$ cat src/rtl/serial_link_pkg.sv
// Shared definitions for the Messenger serial link (encoder and decoder).
// Holds line levels, the frame FSM state type and the parity helper.
package serial_link_pkg;

   localparam int unsigned DATA_BITS = 8;

   localparam logic START_LVL = 1'b0;
   localparam logic STOP_LVL  = 1'b1;
   localparam logic IDLE_LVL  = 1'b1;

   typedef enum logic [2:0] {
      ST_IDLE,
      ST_START,
      ST_DATA,
      ST_PARITY,
      ST_STOP,
      ST_WAIT_IDLE
   } state_e;

   // Even-parity bit for a character: XOR of all data bits.
   function automatic logic parity_even(input logic [DATA_BITS-1:0] data);
      return ^data;
   endfunction

endpackage

$ cat src/rtl/bit_timer.sv
// Bit-period down-counter for the serial decoder; tick_o is a registered
// one-cycle strobe on the edge where the counter reaches zero.
module bit_timer #(
   parameter int unsigned CLKS_PER_BIT = 4
) (
   input  logic clk_i,
   input  logic rst_i,
   input  logic load_half_i,
   input  logic load_full_i,
   output logic tick_o
);

   localparam int unsigned CNT_W = $clog2(CLKS_PER_BIT + 1);
   localparam logic [CNT_W-1:0] HALF_RELOAD = CNT_W'(CLKS_PER_BIT / 2 - 1);
   localparam logic [CNT_W-1:0] FULL_RELOAD = CNT_W'(CLKS_PER_BIT - 1);

   logic [CNT_W-1:0] count_q;
   logic             tick_q;

   // A reload of N makes the consumer see the tick N+1 edges after the load.
   always_ff @(posedge clk_i) begin
      if (rst_i) begin
         count_q <= '0;
         tick_q  <= 1'b0;
      end else if (load_half_i) begin
         count_q <= HALF_RELOAD;
         tick_q  <= (HALF_RELOAD == '0);
      end else if (load_full_i) begin
         count_q <= FULL_RELOAD;
         tick_q  <= (FULL_RELOAD == '0);
      end else if (count_q != '0) begin
         count_q <= count_q - CNT_W'(1);
         tick_q  <= (count_q == CNT_W'(1));
      end else begin
         tick_q  <= 1'b0;
      end
   end

   assign tick_o = tick_q;

endmodule

$ cat src/rtl/serial_decoder.sv
// Receive half of the Messenger serial link: recovers 8-bit characters from the
// idle-high one-wire stream (start, 8 data LSB first, optional even parity, stop).
module serial_decoder
   import serial_link_pkg::*;
#(
   parameter int unsigned CLKS_PER_BIT = 4,
   parameter bit          PARITY_EN    = 1'b1
) (
   input  logic                 clock,
   input  logic                 reset,
   input  logic                 serial_in,
   output logic [DATA_BITS-1:0] parallel_out,
   output logic                 data_valid,
   output logic                 parity_error,
   output logic                 frame_error,
   output logic                 busy,
   output logic [7:0]           char_count
);

   localparam int unsigned IDX_W = $clog2(DATA_BITS);
   localparam logic [IDX_W-1:0] LAST_IDX = IDX_W'(DATA_BITS - 1);

   state_e               state_q;
   logic [DATA_BITS-1:0] shift_q;
   logic [IDX_W-1:0]     bit_idx_q;
   logic                 par_err_q;
   logic [DATA_BITS-1:0] parallel_out_q;
   logic                 data_valid_q;
   logic                 parity_error_q;
   logic                 frame_error_q;
   logic                 busy_q;
   logic [7:0]           char_count_q;

   logic tick;
   logic load_half_c;
   logic load_full_c;

   // The timer must be loaded on the same edge the FSM moves, so loads are combinational.
   assign load_half_c = (state_q == ST_IDLE) && (serial_in == START_LVL);
   assign load_full_c = tick && ((state_q == ST_START) || (state_q == ST_DATA) ||
                                 (state_q == ST_PARITY));

   bit_timer #(
      .CLKS_PER_BIT (CLKS_PER_BIT)
   ) u_bit_timer (
      .clk_i       (clock),
      .rst_i       (reset),
      .load_half_i (load_half_c),
      .load_full_i (load_full_c),
      .tick_o      (tick)
   );

   always_ff @(posedge clock) begin
      if (reset) begin
         state_q        <= ST_IDLE;
         shift_q        <= '0;
         bit_idx_q      <= '0;
         par_err_q      <= 1'b0;
         parallel_out_q <= '0;
         data_valid_q   <= 1'b0;
         parity_error_q <= 1'b0;
         frame_error_q  <= 1'b0;
         busy_q         <= 1'b0;
         char_count_q   <= '0;
      end else begin
         data_valid_q   <= 1'b0;
         parity_error_q <= 1'b0;
         frame_error_q  <= 1'b0;
         unique case (state_q)
            ST_IDLE: begin
               if (serial_in == START_LVL) begin
                  state_q   <= ST_START;
                  busy_q    <= 1'b1;
                  bit_idx_q <= '0;
                  par_err_q <= 1'b0;
               end
            end
            ST_START: begin
               // Mid-bit re-check rejects glitches shorter than half a bit.
               if (tick) begin
                  if (serial_in != START_LVL) begin
                     state_q <= ST_IDLE;
                     busy_q  <= 1'b0;
                  end else begin
                     state_q <= ST_DATA;
                  end
               end
            end
            ST_DATA: begin
               if (tick) begin
                  shift_q   <= {serial_in, shift_q[DATA_BITS-1:1]};
                  bit_idx_q <= bit_idx_q + IDX_W'(1);
                  if (bit_idx_q == LAST_IDX) begin
                     state_q <= PARITY_EN ? ST_PARITY : ST_STOP;
                  end
               end
            end
            ST_PARITY: begin
               if (tick) begin
                  par_err_q <= parity_even(shift_q) ^ serial_in;
                  state_q   <= ST_STOP;
               end
            end
            ST_STOP: begin
               if (tick) begin
                  if (serial_in == STOP_LVL) begin
                     if (par_err_q) begin
                        parity_error_q <= 1'b1;
                     end else begin
                        parallel_out_q <= shift_q;
                        data_valid_q   <= 1'b1;
                        char_count_q   <= char_count_q + 8'd1;
                     end
                     state_q <= ST_IDLE;
                     busy_q  <= 1'b0;
                  end else begin
                     frame_error_q  <= 1'b1;
                     parity_error_q <= par_err_q;
                     state_q        <= ST_WAIT_IDLE;
                  end
               end
            end
            ST_WAIT_IDLE: begin
               // Break or stuck-low line: hold off until the line returns high.
               if (serial_in == IDLE_LVL) begin
                  state_q <= ST_IDLE;
                  busy_q  <= 1'b0;
               end
            end
            default: begin
               state_q <= ST_IDLE;
               busy_q  <= 1'b0;
            end
         endcase
      end
   end

   assign parallel_out = parallel_out_q;
   assign data_valid   = data_valid_q;
   assign parity_error = parity_error_q;
   assign frame_error  = frame_error_q;
   assign busy         = busy_q;
   assign char_count   = char_count_q;

endmodule

$ cat config.mk
export PLATFORM = sky130hd
export DESIGN_NAME = serial_decoder
export DESIGN_NICKNAME = d
export VERILOG_FILES = /design/src/rtl/serial_link_pkg.sv /design/src/rtl/bit_timer.sv /design/src/rtl/serial_decoder.sv
export SDC_FILE = /design/constraint.sdc
export NUM_CORES = 1
export LEC_CHECK = 0
export BUFFER_PORTS_ARGS = -buffer_cell sky130_fd_sc_hd__buf_2
export CAP_MARGIN = 20
export CORE_MARGIN = 1.5
export CORE_UTILIZATION = 32
export DETAILED_ROUTE_END_ITERATION = 6
export PLACE_DENSITY = 0.52
export REMOVE_ABC_BUFFERS = 1
export SYNTH_ARGS = -nofsm -noshare
export SYNTH_HDL_FRONTEND = slang
export SYNTH_SLANG_ARGS = --single-unit
$ cat constraint.sdc
create_clock -name clock -period 2.1 [get_ports clock]
set_clock_uncertainty 0.15 [all_clocks]
set_input_delay 0.42 -clock clock [delete_from_list [all_inputs] [get_ports clock]]
set_output_delay 0.42 -clock clock [all_outputs]
set_load 0.05 [all_outputs]
==> impl_metrics.py <==
metrics = {
    "clocking": {
        "cts_buffer_depth": 2,
        "cts_resized": 0,
        "hold_buffers": 0,
        "postCtsSetupRepairBufs": 0,
        "insertion_delay_ns": 0.29,
        "cts_sinks": 39,
        "cts_tree": "done",
        "htreeDepth": 2,
        "clkTransAtPathRegs_ns": 0.08,
        "numCtsBuffers": 5,
        "clock-root-buffer": "clkbuf_8",
    },
    "placement": {
        "dp_hpwl_um": 2432,
        "gp_congestion": 0.7624,
        "port_buffers": 22,
    },
    "sta": {
        "fmax_ghz": 0.5740,
        "maxSlewHeadroom_pct": 67.76,
        "drv_slew": 0,
        "finalSetupTns_ns": 0,
        "rsz0062_at_grt": "false",
        "setup_violations": 0,
        "hold_slack_ns": 0.3021,
        "post-route-period-util_pct": 82.95,
        "hold_viol": 0,
        "fin_crit_ns": 1.742,
        "worst-slew-pin-transition_ns": 0.4829,
    },
    "routing": {
        "ant_nets": 0,
        "via_per_inst": 4.688,
        "route.detailed.drc": 0,
        "finalWirelength_um": 3541,
        "via_count": 1411,
        "dr.pass1.iters": 4,
        "wire_per_inst_um": 11.76,
        "drtIter0Drc": 57,
    },
    "worst_setup_path": {
        "crit_fanout": 13,
        "critPathKind": "reg2reg",
        "cp-start-kind": "flop",
        "worstPathRequired_ns": 2.18,
        "end_kind": "flop",
        "crit_arrival_ns": 1.82,
    },
    "global_routing": {
        "grt_pass1_wl_um": 6154,
        "antenna_found_initial": 0,
        "grt-ovfl-total": 0,
        "grt_max_degree": 22,
        "grt_util_all_layers_pct": 12.78,
        "grt_pass1_vias": 1330,
    },
    "synth": {
        "synthesis.area_um2": 1790,
        "synth.distinct_cells": 45,
        "syn_avg_cell_area_um2": 8.608,
        "ys_warn_count": 0,
        "synth-main-ff-cell": "dfxtp_1",
        "ys_ff_latch": 39,
        "async_reset_ff_share_pct": 0,
        "synth_edf_count": 0,
        "yosysSeqAreaShare_pct": 43.61,
        "syn_inst": 208,
    },
    "floorplanning": {
        "dieArea_um2": 6053,
        "std_cell_rows": 27,
        "io_pins": 23,
        "initial_utilization_pct": 32.92,
        "die_y_um": 77.80,
        "die_w_um": 77.80,
        "fp.coreArea_um2": 5439,
    },
    "job": {
        "maxCapViolations": 0,
    },
    "finish": {
        "fin_nets": 237,
        "sequential_cell_area_um2": 780.7,
        "syn_to_final_growth_pct": 15.51,
        "final_util_pct": 38.03,
        "n_antenna_cell": 0,
        "fill_cells": 563,
        "multi_input_area_um2": 935.9,
        "drive_above_1_share_pct": 17.03,
    },
    "power": {
        "ir_drop_mv": 0.3310,
        "power_density_nw_per_um2": 800.8,
        "total_power_mw": 1.656,
        "p_leak_nw": 0.8485,
    },
    "run_status": {
        "status": "complete, no violations",
    },
    "hold_path": {
        "hp-class": "reg2reg",
    },
}
cell usage after synthesis (2+ instances only):
cell       n  share of area, %
nor2b_1    3               1.0
nor2_1    22               4.6
buf_2      2              0.56
xor2_1     3               1.5
nor3_1     4               1.1
buf_1      3              0.63
ha_1       6               4.2
o21ai_0    5               1.4
nand4_1    4               1.4
xnor2_1   10               4.9
a21oi_1   25               7.0
nand2b_1   2              0.70
buf_4      2              0.84
a22oi_1    2              0.84
nand3_1    5               1.4
inv_1      3              0.63
nand2_1   37               7.8
dfxtp_1   39                44
clkbuf_1   4              0.84
or3_1      2              0.70
cell usage in the layout, fill, tap and decap left out, types with 2 or more instances in the layout:
master,netlist,layout
a21oi_1,25,25
a22oi_1,2,2
buf_2,2,22
buf_4,2,3
clkbuf_8,0,6
dfxtp_1,39,39
ha_1,6,6
inv_1,3,3
nand2_1,37,37
nand2b_1,2,2
nand3_1,5,5
nand4_1,4,4
nor2_1,22,22
nor2b_1,3,3
nor3_1,4,4
o21ai_0,5,5
or3_1,2,2
xnor2_1,10,10
xor2_1,3,3
stage by stage:
stage          worst slack (ns)  area, um^2  instances
2_1_floorplan            0.3958        1728        196
3_3_place_gp             0.3776        1951        293
3_5_place_dp             0.3735        1951        293
4_1_cts                  0.3593        2068        301
5_1_grt                  0.2131        2068        301
6_report                 0.3579        2068        301
registers in the layout (all words and copies together), names as in the netlist:
register	flops
frame_error	1
parallel_out	8
state_q	3
data_valid	1
char_count	8
shift_q	8
busy	1
parity_error	1
u_bit_timer.count_q	3
bit_idx_q	3
par_err_q	1
u_bit_timer.tick_o	1
final timing paths:
| path | from | end | slack, ns | cells past startpoint |
|---|---|---|---|---|
| setup / recovery | state_q[2] | char_count[5] | 0.36 | 4 |
| hold reg to reg | parallel_out[4] | parallel_out[4] | 0.30 | 2 |
| setup reg to reg | state_q[2] | char_count[5] | 0.36 | 4 |
| hold / removal | parallel_out[4] | parallel_out[4] | 0.30 | 2 |
per-layer routing:
| layer | global-route usage [%] | vias to the layer above | share of wire (%) |
|---|---|---|---|
| met3 | 3.529 | 6 | 3.4 |
| met1 | 16.90 | 645 | 52 |
| met4 | 4.364 | 0 | 1.2 |
| li1 | - | 743 | - |
| met2 | 19.91 | 17 | 43 |
| met5 | 0 | - | 0 |
cells by family after synthesis:
logic type / count (synthesis) / share of synthesized area [%]
buf+inv: 15 / 4.122
xor+xnor: 14 / 7.617
fa+ha+maj: 6 / 4.193
simple gates: 95 / 27.67
compound gates: 38 / 12.23
flops: 39 / 43.61
mux: 1 / 0.5591
report_power, final:
part	switching (mW)	internal, mW
logic	0.121	0.0908
registers	0.0301	0.765
clock network	0.264	0.385
area by class of cell:
type | instances | share of cell area, %
sequential | 39 | 37.75
multi-input combinational | 154 | 45.25
inverter | 3 | 0.5445
timing repair buffer | 25 | 6.413
tap | 72 | 4.356
clock buffer | 6 | 3.993
clock inverter | 2 | 1.694
worst max-delay path, cell delays in order (launching register included):
cell     delay [ns]
dfxtp_1        0.63
and4b_4        0.35
nand2_2        0.07
or3_1          0.35
a21oi_1        0.14
No activity file was read; power rests on OpenSTA's default activity.
